--- config.mk ---
export PLATFORM = sky130hd
export DESIGN_NAME = stabilizer_row_sink
export DESIGN_NICKNAME = d
export VERILOG_FILES = /design/src/rtl/stabilizer_row_sink.sv
export SDC_FILE = /design/constraint.sdc
export NUM_CORES = 1
export LEC_CHECK = 0
export BUFFER_PORTS_ARGS = -buffer_cell sky130_fd_sc_hd__buf_2
export CAP_MARGIN = 20
export CORE_MARGIN = 2
export CORE_UTILIZATION = 55
export DETAILED_ROUTE_END_ITERATION = 6
export PLACE_DENSITY_LB_ADDON = 0.1
export SLEW_MARGIN = 30
export SYNTH_ARGS = -nofsm -noshare
export SYNTH_HDL_FRONTEND = slang
export SYNTH_SLANG_ARGS = --single-unit
--- constraint.sdc ---
create_clock -name clk -period 3.1 [get_ports clk]
set_input_delay 0.31 -clock clk [delete_from_list [all_inputs] [get_ports clk]]
set_output_delay 0.31 -clock clk [all_outputs]
set_load 0.05 [all_outputs]
--- src/rtl/stabilizer_row_sink.sv ---
// Receiving end of the stabilizer-row stream: collects num_qubit rows into a
// literal matrix plus phase column, reports full/overflow/|0..0> status and
// offers a registered random-access read port.
module stabilizer_row_sink #(
    parameter int num_qubit = 3
) (
    input  logic                        clk,
    input  logic                        rst_new,
    input  logic [1:0]                  literals_in [0:num_qubit-1],
    input  logic                        phase_in,
    input  logic                        valid_in,
    output logic                        ready_out,
    input  logic                        clear_in,
    input  logic                        rd_en,
    input  logic [$clog2(num_qubit)-1:0] rd_addr,
    output logic [1:0]                  rd_literals_out [0:num_qubit-1],
    output logic                        rd_phase_out,
    output logic                        rd_valid_out,
    output logic [$clog2(num_qubit+1)-1:0] row_count_out,
    output logic                        full_out,
    output logic                        overflow_out,
    output logic                        basis_zero_out
);
    localparam int AW = $clog2(num_qubit);
    localparam int CW = $clog2(num_qubit + 1);

    typedef enum logic {COLLECT = 1'b0, FULL = 1'b1} state_t;

    state_t        state_q, state_d;
    logic [CW-1:0] cnt_q, cnt_d;
    logic          ovf_q, ovf_d;
    logic          bz_q, bz_d;
    logic          wr_en;
    logic          ident;

    logic [1:0]    mat_q   [0:num_qubit-1][0:num_qubit-1];
    logic          phase_q [0:num_qubit-1];

    logic          rd_valid_q, rd_valid_d;
    logic [1:0]    rd_lit_q [0:num_qubit-1];
    logic [1:0]    rd_lit_d [0:num_qubit-1];
    logic          rd_ph_q, rd_ph_d;

    // Status outputs come straight from registers; no path from valid_in.
    assign ready_out       = (state_q == COLLECT);
    assign full_out        = (state_q == FULL);
    assign row_count_out   = cnt_q;
    assign overflow_out    = ovf_q;
    assign basis_zero_out  = bz_q;
    assign rd_valid_out    = rd_valid_q;
    assign rd_phase_out    = rd_ph_q;
    assign rd_literals_out = rd_lit_q;

    // Stored matrix is the identity-Z pattern (Z on the diagonal, I elsewhere, phase +).
    always_comb begin
        ident = 1'b1;
        for (int r = 0; r < num_qubit; r++) begin
            if (phase_q[r]) ident = 1'b0;
            for (int c = 0; c < num_qubit; c++) begin
                if (mat_q[r][c] != ((r == c) ? 2'd1 : 2'd0)) ident = 1'b0;
            end
        end
    end

    // Next-state / control: clear wins over any same-cycle row.
    always_comb begin
        state_d = state_q;
        cnt_d   = cnt_q;
        ovf_d   = ovf_q;
        bz_d    = 1'b0;
        wr_en   = 1'b0;
        if (clear_in) begin
            state_d = COLLECT;
            cnt_d   = '0;
            ovf_d   = 1'b0;
        end else begin
            case (state_q)
                COLLECT: begin
                    if (valid_in) begin
                        wr_en = 1'b1;
                        cnt_d = cnt_q + CW'(1);
                        if (cnt_q == CW'(num_qubit - 1)) state_d = FULL;
                    end
                end
                FULL: begin
                    if (valid_in) ovf_d = 1'b1;
                    bz_d = ident;
                end
                default: state_d = COLLECT;
            endcase
        end
    end

    // Control registers.
    always_ff @(posedge clk) begin
        if (rst_new) begin
            state_q <= COLLECT;
            cnt_q   <= '0;
            ovf_q   <= 1'b0;
            bz_q    <= 1'b0;
        end else begin
            state_q <= state_d;
            cnt_q   <= cnt_d;
            ovf_q   <= ovf_d;
            bz_q    <= bz_d;
        end
    end

    // Matrix storage: the accepted row lands at index row_count.
    always_ff @(posedge clk) begin
        if (rst_new || clear_in) begin
            for (int r = 0; r < num_qubit; r++) begin
                phase_q[r] <= 1'b0;
                for (int c = 0; c < num_qubit; c++) mat_q[r][c] <= 2'd0;
            end
        end else if (wr_en) begin
            for (int r = 0; r < num_qubit; r++) begin
                if (CW'(r) == cnt_q) begin
                    phase_q[r] <= phase_in;
                    for (int c = 0; c < num_qubit; c++) mat_q[r][c] <= literals_in[c];
                end
            end
        end
    end

    // Read mux reads the pre-edge matrix, so same-cycle write/clear returns old data.
    always_comb begin
        rd_valid_d = 1'b0;
        rd_ph_d    = 1'b0;
        for (int c = 0; c < num_qubit; c++) rd_lit_d[c] = 2'd0;
        for (int r = 0; r < num_qubit; r++) begin
            if (rd_en && (AW'(r) == rd_addr)) begin
                rd_valid_d = 1'b1;
                rd_ph_d    = phase_q[r];
                for (int c = 0; c < num_qubit; c++) rd_lit_d[c] = mat_q[r][c];
            end
        end
    end

    // Read port registers (one cycle latency).
    always_ff @(posedge clk) begin
        if (rst_new) begin
            rd_valid_q <= 1'b0;
            rd_ph_q    <= 1'b0;
            for (int c = 0; c < num_qubit; c++) rd_lit_q[c] <= 2'd0;
        end else begin
            rd_valid_q <= rd_valid_d;
            rd_ph_q    <= rd_ph_d;
            rd_lit_q   <= rd_lit_d;
        end
    end
endmodule

== Word-level counts from Yosys, hierarchy flattened ==
Memory sizes are Yosys's and may differ from the RTL's.
Cells that the tools add are included.
Cells by class
  add/sub/neg operators: 1
  equal/unequal tests: 8
  multiplexer cells: 42
  bitwise gates (word level): 13
  reduce and logical (&&, ||, !) cells: 16
Operator list (number)
  two-way mux 1 bit: 30
  two-way mux 2 bit: 9
  two-way mux 6 bit: 3
  OR reduction 14 bit: 1
  bitwise OR 1 bit: 12
  nonzero test 2 bit: 6
  != test 2 x 1 -> 1 bit, second input constant: 3
  == test 1 x 2 -> 1 bit, first input constant: 2
  == test 2 bit, first input constant: 2
  zero test 2 bit: 2
  AND reduction 2 bit: 2
  logical AND 1 bit: 3
  adder 2 x 1 -> 2 bit, second input constant: 1
  == test 2 bit, second input constant: 1
  OR reduction 2 bit: 1
  logical OR 1 bit: 1
  inverter 1 bit: 1
Storage, ports and cells
  bits in registers: 13
  memory bits (writable): 21
  bits of input ports: 14
  output and inout port bits: 14
  word-level logic and storage cells: 91
  memories kept: 2
Memories
  mat_q: depth 3, width 6, read ports 3, clocked after memory_dff 0, write ports 3, line 36  | logic [1:0] mat_q [0:num_qubit-1][0:num_qubit-1];
  phase_q: depth 3, width 1, read ports 3, clocked after memory_dff 0, write ports 3, line 37  | logic phase_q [0:num_qubit-1];

== Depth between registers and ports, before layout ==
  depth after elaboration: 7
  depth in mapped cells: 5
  gate-level depth less buffers: 4

== Worst setup path after synthesis ==
No wires, ideal clock.
  kind: flip-flop to flip-flop
  from: register cnt_q[0] (netlist: row_count_out[0])
  to: memory mat_q[0][12] in the netlist's numbering, data pin
  setup time: 0.255 ns
  arrival time: 1.337 ns
  data required time: 2.845 ns
  path slack: 1.509 ns
  stages on the path, launching flop included: 5
  path buffers: 0
  period minus slack after synthesis: 1.591 ns
  path through: dfxtp_1 > inv_1 > ha_1 > and3_4 > and2_1
RTL lines
  from (decl): line 30  | logic [CW-1:0] cnt_q, cnt_d;
  from (signal assigned): line 103  | cnt_q <= cnt_d;
  to (decl): line 36

==> out/results.tsv <==
stage	metric	value	unit
die	Die Ht	55.7	um
synthesis	mapped cell area	1470	um^2
drt	DR vias	966	
synthesis	sequential-to-total area share from yosys stat	60.6	%
drt	DRC viols	0	
clocking	CTS tree	yes	
cells_and_area	Antenna Diode Count	0	
worst_setup_path	Setup CP Type	reg2reg	
die	row cnt	18	
synthesis	Primary FF master, synth	edfxtp_1	
cells_and_area	Final #Nets	166	
synthesis	Avg Inst Size Synth	12.3	um^2
worst_setup_path	critical-path cell list	nor2b_2, nand2_1, nand2_1	
clocking	H-tree Lvls	2	
synthesis	Yosys top cell area share	42.9	%
power	PwrDens	490	nW/um^2
worst_setup_path	Worst EP arrival	1.41	ns
worst_setup_path	Buf/Inv on CP	0	
synthesis	Post-Synth XOR/XNOR Area	0.596	%
sta	Setup TNS	0	ns
sta	Worst Max-Slew Pin Slew	0.465	ns
synthesis	Synth Net Count	137	
power	switching share of power	24.4	%
sta	Fin. Hold Viols	0	
cells_and_area	Cell Count, Final, Fillers Out	180	
placement	Placed Cells	172	
status	outcome	completed	
worst_setup_path	worst reg2reg path depth	3	
global_routing	largest net degree at the start of global routing	11	
worst_setup_path	slowest stage delay, CP	0.37	ns
clocking	postcts setup bufs	0	
synthesis	Synth area leaders	edfxtp_1 43%, dfxtp_1 18%, and2_1 7.7%, mux2i_1 5.4%, a2bb2oi_1 4.2%	
drt	vias per cell	5.37	
die	I/O Pins	28	
worst_setup_path	Slowest cell on crit path	dfxtp_1	
sta	Final Max Slew Viols	0	
clocking	number of clock sinks	34	
drt	drt wl/cell	13.9	um
sta	Tcrit/Tclk final	45.2	%
clocking	# hold bufs at CTS	0	
synthesis	Post-synth EDFFs	21	
cells_and_area	proportion of layout cells with a drive suffix above 1	25.3	%
worst_setup_path	nature of the critical path endpoint	flip-flop	
sta	Clock Skews	0.0109	ns
synthesis	post-synthesis compound-gate area fraction	5.19	%
clocking	Worst-path clk slew	0.10	ns
cells_and_area	area delta synth->final	12.7	%
synthesis	Ys Warns	0	
placement	placer congestion estimate	0.725	
worst_setup_path	cell mode on critical path	nand2_1	
synthesis	asr flop ratio synth	0	%
worst_setup_path	cell family with most CP delay	simple AND/OR/NAND/NOR gates	
die	die area	3100	um^2
global_routing	number of global-route vias before repair	943	
synthesis	mux contribution to synthesized area	5.45	%
worst_setup_path	Reg-to-Reg Start	full_out$_SDFF_PP0_	
clocking	Root Buffer	clkbuf_4	
drt	drt initial violations	21	
power	Clock power frac	27.8	%
power	Power Internal	0.613	mW
power	Static Leak	0.705	nW
sta	relative slew slack	68.9	%
clocking	post-CTS sizing	0	
drt	Routed Antenna Nets	0	
worst_hold_path	Hold Crit Depth	2	
clocking	TritonCTS buffer count	5	
synthesis	Netlist cell types	25	
cells_and_area	register area	891	um^2
worst_setup_path	crit path max fanout	9	
synthesis	cell taking the most area after synthesis	edfxtp_1	
worst_hold_path	worst hold path class	in2reg	
power	Comb pwr share	9.5	%
worst_setup_path	Worst Setup SP	full_out$_SDFF_PP0_	
drt	final wirelength	2490	um
power	total power	0.811	mW
die	core area	2500	um^2
clocking	Clock Tree Buf Depth	2	
sta	final setup fails	0	
power	peak supply drop	0.000367	V
global_routing	initial antenna violation count	0	
flow_run	max-cap violations	0	
sta	Tmin final	1.40	ns
cells_and_area	FILL cells	208	
synthesis	largest family of logic cells by synthesized area	simple AND/OR/NAND/NOR gates	
cells_and_area	multi-input logic area	532	um^2
power	Sequential Power Share	62.7	%
worst_setup_path	cell count along the critical path	3	
synthesis	Gate Count Post-Synth	120	
global_routing	first-pass GRT wire length	4270	um
global_routing	Overflow after GRT	0	
synthesis	Synth Area in Adders	2.55	%
synthesis	Synth Register Bits	34	
drt	total iterations of the first detailed-routing run	4	
clocking	worst skew pair latency	0.33	ns
placement	IO Port Bufs	27	
worst_setup_path	CP Launch Type	flip-flop	
power	Net Sw Power	0.198	mW
worst_hold_path	min-delay src	clear_in	
synthesis	Simple-Gate Fraction of Synth Area	22.4	%
sta	hold_ws	0.221	ns
sta	fmax	0.713	GHz
die	starting density of the core	58.8	%
sta	RSZ-0062 raised after global routing	no	
global_routing	Tot GR Track Use	17.9	%
placement	DP HPWL	1950	um
die	Die Wd	55.7	um
worst_setup_path	CP Data Required Time	3.11	ns
## synthesized netlist by cell type, types with 2 or more instances
cell,number
a21oi_1,3
a2bb2oi_1,7
and2_1,18
and3_4,3
buf_4,2
dfxtp_1,13
edfxtp_1,21
ha_1,3
inv_1,3
mux2i_1,8
nand2_1,8
nand3_1,2
nor2_1,10
nor3_1,5
nor4b_1,4
## per-layer routing
metal / routed length (um) / up-vias / share of wire (%) / track usage [%]
met5: 0 / - / 0 / 0
met4: 26 / 0 / 1.0 / 5.23
met3: 145 / 5 / 5.8 / 5.81
met2: 1220 / 26 / 49 / 29.9
met1: 1110 / 453 / 44 / 22.0
li1: - / 482 / - / -
## state kept, by name, summed over array words and instances, names as in the netlist
register	count
basis_zero_out	1
phase_q	3
rd_valid_out	1
full_out	1
overflow_out	1
row_count_out	2
rd_phase_out	1
rd_literals_out	6
mat_q	18
## power groups by stage
stage	Sequential, mW	Combinational, mW	Clock [mW]
floorplan	0.529	0.0448	0
global placement	0.519	0.0760	0
detailed placement	0.519	0.0777	0
CTS	0.509	0.0778	0.231
global route	0.511	0.0842	0.249
finish	0.509	0.0771	0.226
## stage by stage
| stage | util [%] | worst slack (ns) | cell area, um^2 |
|---|---|---|---|
| CTS | 66.3 | 1.68 | 1660 |
| detailed placement | 64.3 | 1.64 | 1610 |
| finish | 66.3 | 1.70 | 1660 |
| floorplan | - | 1.51 | 1470 |
| global placement | 64.3 | 1.69 | 1610 |
| global route | 66.3 | 1.59 | 1660 |
## worst paths after layout
kind                              endpoint  slack, ns
max reg2reg      mat_q[0][6]$_SDFFCE_PN0P_       1.70
max              mat_q[0][6]$_SDFFCE_PN0P_       1.70
min reg2reg  rd_literals_out[2]$_SDFF_PP0_       0.51
min          row_count_out[0]$_SDFFE_PP0N_       0.22
## layout make-up
| class | instances | area share, % |
|---|---|---|
| Clock buffer | 6 | 2.49 |
| Clock inverter | 2 | 0.529 |
| Timing Repair Buffer | 27 | 8.16 |
| Sequential cell | 34 | 53.8 |
| Multi-Input combinational cell | 78 | 32.1 |
| Inverter | 3 | 0.680 |
| Tap cell | 30 | 2.27 |
## cells in the final DEF, fill, tap and decap left out
| cell | n |
|---|---|
| a21oi_1 | 3 |
| a2bb2oi_1 | 7 |
| and2_1 | 18 |
| and3_4 | 3 |
| buf_2 | 27 |
| clkbuf_1 | 1 |
| clkbuf_4 | 5 |
| clkinv_1 | 1 |
| clkinv_2 | 1 |
| dfxtp_1 | 13 |
| edfxtp_1 | 21 |
| ha_1 | 3 |
| inv_1 | 3 |
| mux2i_1 | 8 |
| nand2_1 | 8 |
| nand2b_1 | 1 |
| nand3_1 | 2 |
| nand4_1 | 1 |
| nor2_1 | 10 |
| nor2_4 | 1 |
| nor2b_1 | 1 |
| nor2b_2 | 1 |
| nor3_1 | 5 |
| nor4_1 | 1 |
| nor4b_1 | 4 |
| xnor2_1 | 1 |
## logic make-up after synthesis
logic type	after synthesis
xor+xnor	1
compound gates	10
buf+inv	8
flops	34
simple gates	56
mux	8
fa+ha+maj	3
(Power assumes the default switching activity.)
